<file path="src/rtl/spi_frame_ctrl.sv">
// SPI frame controller: validates and commits received frames as the active
// command set, runs the link watchdog with explicit re-arm, and issues the
// feedback snapshot strobe at the start of each transfer.
//
// Handshake: frame_start and frame_valid are single-cycle strobes with no
// back-pressure. frame_data is sampled only in the cycle frame_valid is high,
// so each pulse can commit at most once. Every effect of a frame_valid in
// cycle N appears on the outputs in cycle N+1.
module spi_frame_ctrl #(
  parameter int          FRAME_W    = 400,
  parameter logic [31:0] HEADER_RX  = 32'h74697277,
  parameter int          NJOINTS    = 8,
  parameter int          EN_LSB     = 8,
  parameter int          WDT_CYCLES = 5000000
) (
  input  logic               sysclk,
  input  logic               rst,
  input  logic               frame_start,
  input  logic               frame_valid,
  input  logic [FRAME_W-1:0] frame_data,
  output logic [FRAME_W-1:0] cmd_data,
  output logic               cmd_update,
  output logic [NJOINTS-1:0] joint_enable,
  output logic               outputs_safe,
  output logic               snap_req,
  output logic [1:0]         state,
  output logic [15:0]        err_count
);

  localparam logic [1:0]  ST_IDLE    = 2'b00;
  localparam logic [1:0]  ST_RUN     = 2'b01;
  localparam logic [1:0]  ST_TIMEOUT = 2'b10;
  localparam logic [31:0] WDT_LOAD   = 32'(WDT_CYCLES - 1);

  logic [1:0]         state_d;
  logic [31:0]        wdt;
  logic               hdr_ok;
  logic               good;
  logic               bad;
  logic               en0;
  logic               wdt_zero;
  logic               do_commit;
  logic               do_timeout;
  logic [NJOINTS-1:0] en_rev;

  assign hdr_ok   = (frame_data[FRAME_W-1 -: 32] == HEADER_RX);
  assign good     = frame_valid & hdr_ok;
  assign bad      = frame_valid & ~hdr_ok;
  assign en0      = (frame_data[EN_LSB +: NJOINTS] == '0);
  assign wdt_zero = (wdt == 32'd0);

  // Joint enable bit i comes from the mirrored position in the enable field.
  always_comb begin
    en_rev = '0;
    for (int i = 0; i < NJOINTS; i++) begin
      en_rev[i] = frame_data[EN_LSB + NJOINTS - 1 - i];
    end
  end

  // State register.
  always_ff @(posedge sysclk or posedge rst) begin
    if (rst) state <= ST_IDLE;
    else     state <= state_d;
  end

  // Next-state logic; a good frame always beats an expiring watchdog.
  always_comb begin
    state_d = state;
    case (state)
      ST_IDLE:    if (good) state_d = ST_RUN;
      ST_RUN:     if (!good && wdt_zero) state_d = ST_TIMEOUT;
      ST_TIMEOUT: if (good && en0) state_d = ST_RUN;
      default:    state_d = ST_IDLE;
    endcase
  end

  // Action decode: when to commit a frame and when to force the safe command set.
  always_comb begin
    do_commit  = 1'b0;
    do_timeout = 1'b0;
    case (state)
      ST_IDLE:    do_commit = good;
      ST_RUN: begin
        do_commit  = good;
        do_timeout = !good && wdt_zero;
      end
      ST_TIMEOUT: do_commit = good && en0;
      default: begin
        do_commit  = 1'b0;
        do_timeout = 1'b0;
      end
    endcase
  end

  // Command set register: atomic load on commit, zeroed on watchdog expiry.
  always_ff @(posedge sysclk or posedge rst) begin
    if (rst) begin
      cmd_data     <= '0;
      cmd_update   <= 1'b0;
      joint_enable <= '0;
      outputs_safe <= 1'b1;
    end else begin
      cmd_update <= 1'b0;
      if (do_commit) begin
        cmd_data     <= frame_data;
        cmd_update   <= 1'b1;
        joint_enable <= en_rev;
        outputs_safe <= 1'b0;
      end else if (do_timeout) begin
        cmd_data     <= '0;
        cmd_update   <= 1'b1;
        joint_enable <= '0;
        outputs_safe <= 1'b1;
      end
    end
  end

  // Link watchdog: reloaded on commit, counts down only while running, holds at zero.
  always_ff @(posedge sysclk or posedge rst) begin
    if (rst)                              wdt <= 32'd0;
    else if (do_commit)                   wdt <= WDT_LOAD;
    else if (state == ST_RUN && !wdt_zero) wdt <= wdt - 32'd1;
  end

  // Bad-header counter, saturating.
  always_ff @(posedge sysclk or posedge rst) begin
    if (rst)                         err_count <= 16'd0;
    else if (bad && err_count != 16'hFFFF) err_count <= err_count + 16'd1;
  end

  // Snapshot strobe trails the transfer-start pulse by one cycle in every state.
  always_ff @(posedge sysclk or posedge rst) begin
    if (rst) snap_req <= 1'b0;
    else     snap_req <= frame_start;
  end

endmodule

</file>
<file path="config.mk">
export PLATFORM = sky130hd
export DESIGN_NAME = spi_frame_ctrl
export DESIGN_NICKNAME = d
export VERILOG_FILES = /design/src/rtl/spi_frame_ctrl.sv
export SDC_FILE = /design/constraint.sdc
export NUM_CORES = 1
export LEC_CHECK = 0
export BUFFER_PORTS_ARGS = -buffer_cell sky130_fd_sc_hd__buf_2
export CAP_MARGIN = 20
export CORE_AREA = 2 2 322 324
export CTS_CLUSTER_DIAMETER = 200
export DETAILED_ROUTE_END_ITERATION = 6
export DIE_AREA = 0 0 324 326
export HOLD_SLACK_MARGIN = 0.12
export PLACE_DENSITY = 0.45
export SLEW_MARGIN = 20
export SYNTH_ARGS = -nofsm -noshare
export SYNTH_HDL_FRONTEND = slang
export SYNTH_SLANG_ARGS = --single-unit
</file>
<file path="constraint.sdc">
create_clock -name sysclk -period 22.7 [get_ports sysclk]
set_input_delay 4.54 -clock sysclk [delete_from_list [all_inputs] [get_ports sysclk]]
set_output_delay 4.54 -clock sysclk [all_outputs]
set_load 0.05 [all_outputs]
</file>
# ---- Yosys cells after proc, flatten, opt, wreduce, memory -nomap -nowiden
# Index checks and enable logic that the tools add are counted.
dict set report op_classes {
  reduce_logical 13
  mux 16
  eq_ne 7
  addsub 2
  n_bitwise 3
}
# operator count
set op_table {}
lappend op_table {{two-way mux 400 bit} 2}
lappend op_table {{two-way mux 32 bit} 2}
lappend op_table {{equality test 32 x 31 -> 1 bit, second input constant} 1}
lappend op_table {{zero test 32 bit} 1}
lappend op_table {{subtractor 32 x 1 -> 32 bit, second input constant} 1}
lappend op_table {{adder 16 x 1 -> 16 bit, second input constant} 1}
lappend op_table {{two-way mux 8 bit} 2}
lappend op_table {{!= test 16 bit, second input constant} 1}
lappend op_table {{zero test 8 bit} 1}
lappend op_table {{two-way mux 2 bit} 3}
lappend op_table {{!= test 2 bit, second input constant} 3}
lappend op_table {{case mux 2 bit (3 select lines)} 1}
lappend op_table {{two-way mux 1 bit} 5}
lappend op_table {{logical AND 1 bit} 4}
lappend op_table {{nonzero test 2 bit} 2}
lappend op_table {{AND reduction 3 bit} 1}
lappend op_table {{bitwise AND 1 bit} 2}
lappend op_table {{equality test 2 x 1 -> 1 bit, second input constant} 1}
lappend op_table {{equality test 2 bit, second input constant} 1}
lappend op_table {{zero test 1 bit} 2}
lappend op_table {{zero test 2 bit} 1}
lappend op_table {{case mux 1 bit (2 select lines)} 1}
lappend op_table {{OR reduction 2 bit} 1}
lappend op_table {{inverter 1 bit} 1}
dict set report word_totals {
  output_inout_bits 429
  reg_bits 461
}

# ---- Depth between registers and ports, before layout
# Gate-level depths: netlist of run 1.
dict set report depth {
  word_depth 7
  mapped_depth 10
  ltp_nobuf 7
}

# ---- Least setup slack after synthesis of run 1
# OpenSTA, ideal clock, no wires.
dict set report synth_path {
  path_kind {in2reg}
  start {input port frame_data[12]}
  end {register cmd_data[133]}
  setup_slack_ns 16.340
  arrival_ns 6.293
  required_ns 22.633
  setup_ns 0.067
  path_stages 7
  path_cell_list {nor4_1 > a31oi_1 > nor4b_1 > clkbuf_1 > clkbuf_1 > buf_1 > a22o_1}
}
dict set report synth_via {
  elab_chain_len 4
  elab_cells_between_ends 5
  cone_classes {2 x mux; 3 x reduce/logical}
}
# item line_no
set synth_lines {}
lappend synth_lines {{start: declaration} 20} ;# input logic [FRAME_W-1:0] frame_data,
lappend synth_lines {{zero test 8 bit *} 49} ;# assign en0 = (frame_data[EN_LSB +: NJOINTS] == '0);
lappend synth_lines {{logical AND 1 bit *} 87} ;# ST_TIMEOUT: do_commit = good && en0;
lappend synth_lines {{case mux 1 bit (2 select lines) *} 81} ;# case (state)
lappend synth_lines {{two-way mux 400 bit / nonzero test 2 bit (equally long branches)} -}
lappend synth_lines {{end signal: assignment} 105} ;# cmd_data <= frame_data;
lappend synth_lines {{end: declaration} 21} ;# output logic [FRAME_W-1:0] cmd_data,
# Every way passes the cells marked *; elsewhere a longest branch is shown, timed or not.
# A chain may end at the register's enable or synchronous reset.

# ---- Worst setup path after layout of run 1
dict set report layout_path {
  start {input port frame_data[383]}
  end {register cmd_data[176]}
}
dict set report layout_via {
  elab_chain_len 6
  elab_cells_between_ends 9
  cone_classes {1 x eq/ne; 3 x mux; 1 x bitwise; 4 x reduce/logical}
}
# item line_no
set layout_lines {}
lappend layout_lines {{equality test 32 x 31 -> 1 bit *} 46} ;# assign hdr_ok = (frame_data[FRAME_W-1 -: 32] == HEADER_RX);
lappend layout_lines {{bitwise AND 1 bit *} 47} ;# assign good = frame_valid & hdr_ok;
lappend layout_lines {{zero test 1 bit} 85} ;# do_timeout = !good && wdt_zero;
lappend layout_lines {{logical AND 1 bit} 85}
lappend layout_lines {{two-way mux 1 bit} 81}
lappend layout_lines {{nonzero test 2 bit (no source line)} -}
# Marked as above.

==> flow_metrics.env, run 1 <==
export IMPL_status="finished clean"
export IMPL_final_util_pct=23.5
export IMPL_ys_ff_latch=453
export IMPL_ys_seq_area_share_pct=67.7
export IMPL_clkSinkCount=453
export IMPL_cts_tree="done"
export IMPL_grt_max_degree=178
export IMPL_finalCritPeriodShare_pct=35.5
export IMPL_fp_dieH_um=326
export IMPL_synth_nets=1594
export IMPL_arrival_ps=8630
export IMPL_p_switching_mw=0.444
export IMPL_syn_area_um2=16700
export IMPL_crit_path_end_kind="register"
export IMPL_dp_cells=3311
export IMPL_rows=118
export IMPL_yosysWarnings=0
export IMPL_ir_drop_uv=45.7
export IMPL_clkTransAtPathRegs_ps=60
export IMPL_drive_above_1_share_pct=47.0
export IMPL_portBuffers=832
export IMPL_timing_final_crit_period_ps=8070
export IMPL_globalplace_congestion=0.806
export IMPL_crit_chain="buf_2 -> nor4bb_1 -> nand4_1 -> or3_1 -> a31oi_4 -> buf_4 -> buf_4 -> buf_4 -> a22o_1"
export IMPL_clockBufferDepth=3
export IMPL_path_class="in2reg"
export IMPL_slowest_delay_ps=890
export IMPL_yosys_most_used_dff="dfrtp_1"
export IMPL_synthCells=1188
export IMPL_clock_power_share_pct=49.2
export IMPL_cp_slowest_cell="buf_4"
export IMPL_drc_errors=0
export IMPL_drtPass1Iterations=5
export IMPL_area_sequential_um2=11300
export IMPL_cts_setup_buffers=0
export IMPL_grt_pass1_wl_um=92500
export IMPL_worst_slack_ps=14630
export IMPL_synth_cell_type_count=47
export IMPL_p_sw_share_pct=24.3
export IMPL_final_cells=3412
export IMPL_wl_um=64000
export IMPL_worst_path_most_repeated_cell="buf_4"
export IMPL_sequentialPowerShare_pct=45.2
export IMPL_rsz0062_at_grt="no"
export IMPL_mostFrequentLayoutCell="buf_2"
export IMPL_fin_setup_tns_ps=0
export IMPL_io_pins=833
export IMPL_synthArstFlopShare_pct=100
export IMPL_hold_violations=0
export IMPL_post_dp_hpwl_um=45600
export IMPL_final_cell_mix="832 x buf_2, 452 x dfrtp_1, 368 x a22o_1, 54 x clkbuf_16, 22 x or4_1"
export IMPL_antenna_left=0
export IMPL_cts_resized=0
export IMPL_synth_area_leader_cell="dfrtp_1"
export IMPL_synth_top_area_share_pct=67.6
export IMPL_core_um2=103000
export IMPL_synth_edf_count=0
export IMPL_fmax_ghz=0.124
export IMPL_rr_worst_depth=9
export IMPL_required_ps=23260
export IMPL_synthTopCellsByArea="dfrtp_1 68%, a22o_1 19%, clkbuf_1 1.2%, buf_2 1.2%, or4_1 0.99%"
export IMPL_cellPowerDensity_nw_per_um2=75.5
export IMPL_start_util_pct=16.3
export IMPL_finalPower_mw=1.82
export IMPL_min_path_cells=2
export IMPL_startpoint_type="input pin"
export IMPL_cp_max_fo=90
export IMPL_area_growth_pct=44.3
export IMPL_comb_power_share_pct=5.6
export IMPL_multi_input_area_um2=4890
export IMPL_skew_ps=22.5
export IMPL_cts_made_buffers=54
export IMPL_grt_antenna_before_repair=10
export IMPL_insertion_delay_ps=630
export IMPL_holdBufCountCts=0
export IMPL_syn_area_per_cell_um2=14.1
export IMPL_pre_cts_ws_ps=13960
export IMPL_finalSetupViolations=0
export IMPL_tightest_slew_ps=1250
export IMPL_leakage_nw=12.9
export IMPL_grt_pass1_vias=13657
export IMPL_drtIter0Drc=963
export IMPL_cts_htree_levels=2
export IMPL_internal_power_mw=1.38
export IMPL_nets=2393
export IMPL_vias_per_cell=3.95
export IMPL_min_path_type="reg2reg"
export IMPL_slew_headroom_pct=16.5
export IMPL_wl_per_cell_um=18.8
export IMPL_fillerInstances=11019
export IMPL_clock_root_buffer="clkbuf_16"
export IMPL_grt_ovfl_total=0
export IMPL_fp_dieW_um=324
export IMPL_num_vias=13473
export IMPL_drv_cap=0
export IMPL_dieArea_um2=106000
export IMPL_grtUsageTotal_pct=11.5
export IMPL_slew_violations=0
cell type report:
type | count | area share [%]
clock buffer | 74 | 6.19
inverter | 13 | 0.233
clock inverter | 23 | 1.31
timing repair buffer | 851 | 17.9
tap | 1380 | 7.15
sequential | 453 | 46.9
multi-input combinational | 614 | 20.3
antenna | 4 | 0.0414
cell usage after synthesis (9+ instances only):
master and count:
buf_2 39, nor3_1 16, nand3_1 15, a21o_1 18, o31ai_1 15, or4_1 22, or3_1 19, nor4_1 9
a22o_1 368, xor2_1 12, clkbuf_1 55, o21ai_0 14, a21oi_1 19, buf_4 9, dfrtp_1 452, inv_1 13
and2_1 14
registers in the layout (all words and copies together) (netlist names):
signal and cells:
outputs_safe 1, cmd_update 1, err_count 16, cmd_data 400, snap_req 1, wdt 32, state 2
power by group through the flow:
stage,combinational (mW),sequential (mW),clock (mW)
6_report,0.102,0.824,0.898
5_1_grt,0.112,0.825,0.960
4_1_cts,0.105,0.824,0.932
3_5_place_dp,0.105,0.839,0
3_3_place_gp,0.104,0.839,0
2_1_floorplan,0.0251,0.861,0
path summary, 6_finish.rpt:
kind	slack (ps)	to	from
worst min register to register	470	outputs_safe	outputs_safe
worst max-delay path	14630	cmd_data[176]	frame_data[383]
max in group asynchronous	15730	wdt[21]	rst
min in group asynchronous	4020	cmd_data[328]	rst
worst max register to register	18390	cmd_data[176]	state[1]
worst min-delay path	470	outputs_safe	outputs_safe
cells by family (layout without fill, tap and decap cells):
family | count (synthesis) | after routing | synth area share, %
xor gates and xnor gates | 16 | 16 | 0.837
other | 0 | 4 | 0
DFF | 453 | 453 | 67.7
and+or+nand+nor | 145 | 145 | 5.51
adders and majority gates | 2 | 2 | 0.149
AOI/OAI and AO/OA | 450 | 450 | 22.5
muxes | 1 | 1 | 0.0672
buffers and inverters | 121 | 961 | 3.25
through the flow:
step	hold slack, ps	cell area [µm²]
floorplan	490	16700
global placement	455	22300
detailed placement	458	22300
CTS	467	24100
global route	484	24200
finish	465	24200
routing by layer:
| layer | track usage, % | vias to the layer above | part of all wire, % |
|---|---|---|---|
| li1 | - | 6170 | - |
| met1 | 14.9 | 6763 | 43 |
| met2 | 18.8 | 442 | 49 |
| met3 | 2.69 | 92 | 5.8 |
| met4 | 3.87 | 6 | 2.6 |
| met5 | 0 | - | 0.056 |
critical path: cells and delay by family:
family	cells	cell delay, ps
AND/OR/NAND/NOR	3	1070
buffers and inverters	4	2410
AO/OA/AOI/OAI	2	420
No activity file was read; power rests on OpenSTA's default activity.
==> run 2, diff against run 1 <==
clock period = 7.5 ns   (was 22.7 ns; I/O delays follow)
==> flow_metrics.env, run 2 (synthesized netlist as in run 1, its figures left out) <==
export IMPL_fin_setup_tns_ps=0
export IMPL_mostFrequentLayoutCell="buf_2"
export IMPL_fillerInstances=11025
export IMPL_skew_ps=18.5
export IMPL_worst_path_buf_inv=3
export IMPL_slew_headroom_pct=25.9
export IMPL_whs_ps=459
export IMPL_dieArea_um2=106000
export IMPL_nets=2392
export IMPL_drv_cap=0
export IMPL_cts_resized=0
export IMPL_clkSinkCount=453
export IMPL_wl_met3_um=3680
export IMPL_place_area_um2=22400
export IMPL_wl_per_cell_um=18.4
export IMPL_io_pins=833
export IMPL_fmax_ghz=0.245
export IMPL_cellPowerDensity_nw_per_um2=227
export IMPL_path_class="in2reg"
export IMPL_largest_register_ffs=400
export IMPL_wl_um=62800
export IMPL_post_dp_hpwl_um=44800
export IMPL_drc_errors=0
export IMPL_finalSetupViolations=0
export IMPL_grt_max_degree=173
export IMPL_rows=118
export IMPL_cts_htree_levels=2
export IMPL_holdBufCountCts=0
export IMPL_area_sequential_um2=11300
export IMPL_leakage_nw=13.0
export IMPL_vias_per_cell=3.93
export IMPL_clkTransAtPathRegs_ps=60
export IMPL_globalplace_congestion=0.809
export IMPL_tightest_slew_ps=1110
export IMPL_drtPass1Iterations=5
export IMPL_cp_slowest_cell="nor4b_2"
export IMPL_required_ps=8030
export IMPL_crit_path_end_kind="register"
export IMPL_drive_above_1_share_pct=47.0
export IMPL_insertion_delay_ps=620
export IMPL_area_growth_pct=44.9
export IMPL_wl_met2_um=31800
export IMPL_min_path_type="reg2reg"
export IMPL_num_vias=13403
export IMPL_portBuffers=832
export IMPL_cts_setup_buffers=0
export IMPL_ir_drop_uv=194
export IMPL_antenna_left=0
export IMPL_reg_top3="cmd_data: 400 flops, wdt: 32 flops, err_count: 16 flops"
export IMPL_clock_root_buffer="clkbuf_16"
export IMPL_fp_dieW_um=324
export IMPL_top_layer="met5"
export IMPL_timing_final_crit_period_ps=4090
export IMPL_status="finished clean"
export IMPL_arrival_ps=4620
export IMPL_m1WireLength_um=25800
export IMPL_grt_antenna_before_repair=11
export IMPL_fp_dieH_um=326
export IMPL_grt_pass1_vias=13619
export IMPL_crit_chain="buf_2 -> nor4_1 -> a31oi_1 -> nor4b_2 -> buf_12 -> buf_12 -> a22o_1"
export IMPL_grt_ovfl_total=0
export IMPL_hold_violations=0
export IMPL_start_util_pct=16.3
export IMPL_finalCritPeriodShare_pct=54.5
export IMPL_clockBufferDepth=3
export IMPL_grtUsageTotal_pct=11.4
export IMPL_fin_area_um2=24300
export IMPL_slowest_delay_ps=590
export IMPL_cts_tree="done"
export IMPL_rsz0062_at_grt="no"
export IMPL_startpoint_type="input pin"
export IMPL_grt_pass1_wl_um=92100
export IMPL_core_um2=103000
export IMPL_cp_max_fo=156
export IMPL_multi_input_area_um2=4890
export IMPL_drtIter0Drc=780
export IMPL_cts_made_buffers=53
export IMPL_worst_path_most_repeated_cell="buf_12"
export IMPL_final_cell_mix="832 x buf_2, 452 x dfrtp_1, 368 x a22o_1, 53 x clkbuf_16, 22 x or4_1"
export IMPL_slew_violations=0
export IMPL_crit_family="simple AND/OR/NAND/NOR gates"
export IMPL_top_register="cmd_data"
-- run 2: final cells by class --
cell class                 instances  share of cell area (%)
antenna                            2                  0.0206
clock buffer                      83                    6.59
clock inverter                    16                   0.970
inverter                          13                   0.217
multi-input combinational        614                    20.2
sequential                       453                    46.7
tap                             1380                    7.12
timing repair buffer             851                    18.2
-- run 2: where the power goes --
| group | switching [mW] | internal [mW] | total, mW |
|---|---|---|---|
| registers | 0.0321 | 2.47 | 2.50 |
| logic | 0.195 | 0.115 | 0.309 |
| clock network | 1.08 | 1.63 | 2.71 |
| total | 1.30 | 4.21 | 5.52 |
-- run 2: path summary, 6_finish.rpt --
kind                           startpoint             to  depth (start not counted)  slack (ps)
max                        frame_data[12]  cmd_data[170]                          7        3410
min                          outputs_safe   outputs_safe                          2         460
max reg2reg                       wdt[28]  cmd_data[158]                          7        3870
min reg2reg                  outputs_safe   outputs_safe                          2         460
max in group asynchronous             rst  cmd_data[261]                          4        4680
min in group asynchronous             rst  cmd_data[106]                          2        1040
-- run 2: through the flow --
stage / power [mW] / worst slack [ps] / cells / util (%)
floorplan: 2.68 / -126 / 1188 / -
detailed placement: 2.86 / 2840 / 3311 / 21.8
global route: 5.75 / 3320 / 3412 / 23.6
CTS: 5.63 / 3510 / 3410 / 23.6
global placement: 2.85 / 2810 / 3310 / 21.8
finish: 5.52 / 3410 / 3412 / 23.6
-- run 2: worst reg2reg max path, stage by stage, from the launching register on --
cell	delay, ps
dfrtp_1	390
or4_1	620
or4_1	650
nor3_2	380
a31oi_4	300
buf_16	260
buf_12	240
a22o_1	670
-- run 2: per-layer routing --
metal  global-route usage, %  vias up
li1                        -     6171
met1                    14.4     6731
met2                    19.0      405
met3                    2.95       84
met4                    3.37       12
met5                       0        -
==> run 3, diff against run 2 <==
clock period = 3.9 ns   (was 7.5 ns; I/O delays follow)
==> flow_metrics.env, run 3 (synthesized netlist as in run 1, its figures left out) <==
export IMPL_status="finished clean"
export IMPL_slew_headroom_pct=48.3
export IMPL_crit_chain="or4_1 -> or4_1 -> nor3_2 -> a31oi_4 -> buf_12 -> buf_12 -> a22o_1"
export IMPL_cts_setup_buffers=0
export IMPL_globalplace_congestion=0.824
export IMPL_rsz0062_at_grt="no"
export IMPL_wl_per_cell_um=18.7
export IMPL_min_delay_start="frame_start"
export IMPL_min_path_cells=1
export IMPL_dp_cells=3335
export IMPL_hold_violations=0
export IMPL_clock_root_buffer="clkbuf_16"
export IMPL_r2r_slack_ps=680
export IMPL_cellPowerDensity_nw_per_um2=422
export IMPL_vias_per_cell=3.97
export IMPL_drive_above_1_share_pct=47.3
export IMPL_post_dp_hpwl_um=47200
export IMPL_fmax_ghz=0.311
export IMPL_nets=2416
export IMPL_critPathLaunch="wdt[28]"
export IMPL_crit_family="simple AND/OR/NAND/NOR gates"
export IMPL_largest_register_ffs=400
export IMPL_ir_drop_uv=288
export IMPL_fp_dieW_um=324
export IMPL_grt_pass1_wl_um=94200
export IMPL_clkSinkCount=453
export IMPL_cp_slowest_cell="or4_1"
export IMPL_rows=118
export IMPL_worst_path_buf_inv=2
export IMPL_slowest_delay_ps=660
export IMPL_path_class="reg2reg"
export IMPL_grt_pass1_vias=13941
export IMPL_reg2reg_from="wdt[28]"
export IMPL_io_pins=833
export IMPL_cts_made_buffers=53
export IMPL_crit_path_end_kind="register"
export IMPL_core_um2=103000
export IMPL_insertion_delay_ps=610
export IMPL_drc_errors=0
export IMPL_rr_worst_depth=7
export IMPL_grt_ovfl_total=0
export IMPL_required_ps=4390
export IMPL_leakage_nw=13.0
export IMPL_clkTransAtPathRegs_ps=60
export IMPL_wl_um=64000
export IMPL_drtIter0Drc=800
export IMPL_cts_htree_levels=2
export IMPL_hold_end="snap_req"
export IMPL_finalCritPeriodShare_pct=82.5
export IMPL_cts_tree="done"
export IMPL_top_register="cmd_data"
export IMPL_holdBufCountCts=0
export IMPL_min_path_type="in2reg"
export IMPL_reg_top3="cmd_data: 400 flops, wdt: 32 flops, err_count: 16 flops"
export IMPL_fp_dieH_um=326
export IMPL_antenna_left=0
export IMPL_arrival_ps=3710
export IMPL_slew_violations=0
export IMPL_startpoint_type="register"
export IMPL_skew_ps=13.7
export IMPL_final_cells=3430
export IMPL_start_util_pct=16.3
export IMPL_area_growth_pct=45.3
export IMPL_r2r_end="cmd_data[161]"
export IMPL_grt_max_degree=115
export IMPL_tightest_slew_ps=774
export IMPL_grtUsageTotal_pct=11.7
export IMPL_clockBufferDepth=3
export IMPL_mostFrequentLayoutCell="buf_2"
export IMPL_portBuffers=832
export IMPL_timing_final_crit_period_ps=3220
export IMPL_dieArea_um2=106000
export IMPL_whs_ps=268
export IMPL_drv_cap=0
export IMPL_num_vias=13618
export IMPL_final_cell_mix="832 x buf_2, 452 x dfrtp_1, 368 x a22o_1, 53 x clkbuf_16, 30 x buf_4"
export IMPL_cp_max_fo=53
export IMPL_drtPass1Iterations=5
export IMPL_cts_resized=0
export IMPL_finalSetupViolations=0
export IMPL_grt_antenna_before_repair=5
==> run 3: cell types whose count changed in the layout (fill, tap and decap cells not counted), sizes merged <==
cell | previous run | this run
clkinv | 10 | 6
clkbuf | 83 | 82
bufinv | 5 | 1
inv | 13 | 15
buf | 851 | 875
clkinvlp | 1 | 2
==> run 3: where the power goes <==
part	leakage [nW]	internal, mW	switching, mW
Sequential	6.13	4.74	0.0561
Clock	0.816	2.80	2.06
Combinational	6.08	0.227	0.379
==> run 3: how the worst max path moves through the flow <==
stage | endpoint | slack, ps | depth (start not counted)
after floorplan | cmd_data[0] | -3010 | 1
final | cmd_data[161] | 680 | 7
after CTS | cmd_data[372] | 580 | 6
after detailed placement | cmd_data[307] | 460 | 9
after global placement | cmd_data[307] | 450 | 9
after global routing | cmd_data[369] | 460 | 6
==> run 3: final cells by class <==
class,instances,area (µm²)
clock buffer,82,1560
fill,11038,78300
inverter,13,52.6
timing repair buffer,875,4650
antenna,2,5.00
tap,1380,1730
clock inverter,11,109
multi-input combinational,614,4890
sequential,453,11300
==> run 3: per-stage QoR <==
step	total power, mW	TNS (ps)	setup WS, ps	utilization (%)	area (µm²)
global placement	5.50	0	451	22.1	22700
floorplan	5.16	-1360140	-3010	-	16700
detailed placement	5.50	0	458	22.1	22700
CTS	10.5	0	580	23.7	24300
finish	10.3	0	684	23.7	24300
global route	10.7	0	465	23.7	24300
==> run 3: layer usage <==
layer	up-vias	global-route usage, %	part of all wire, %
met5	-	0	0.013
met4	2	3.41	2.4
met3	86	2.77	5.8
met2	458	19.7	51
met1	6863	14.8	41
li1	6209	-	-
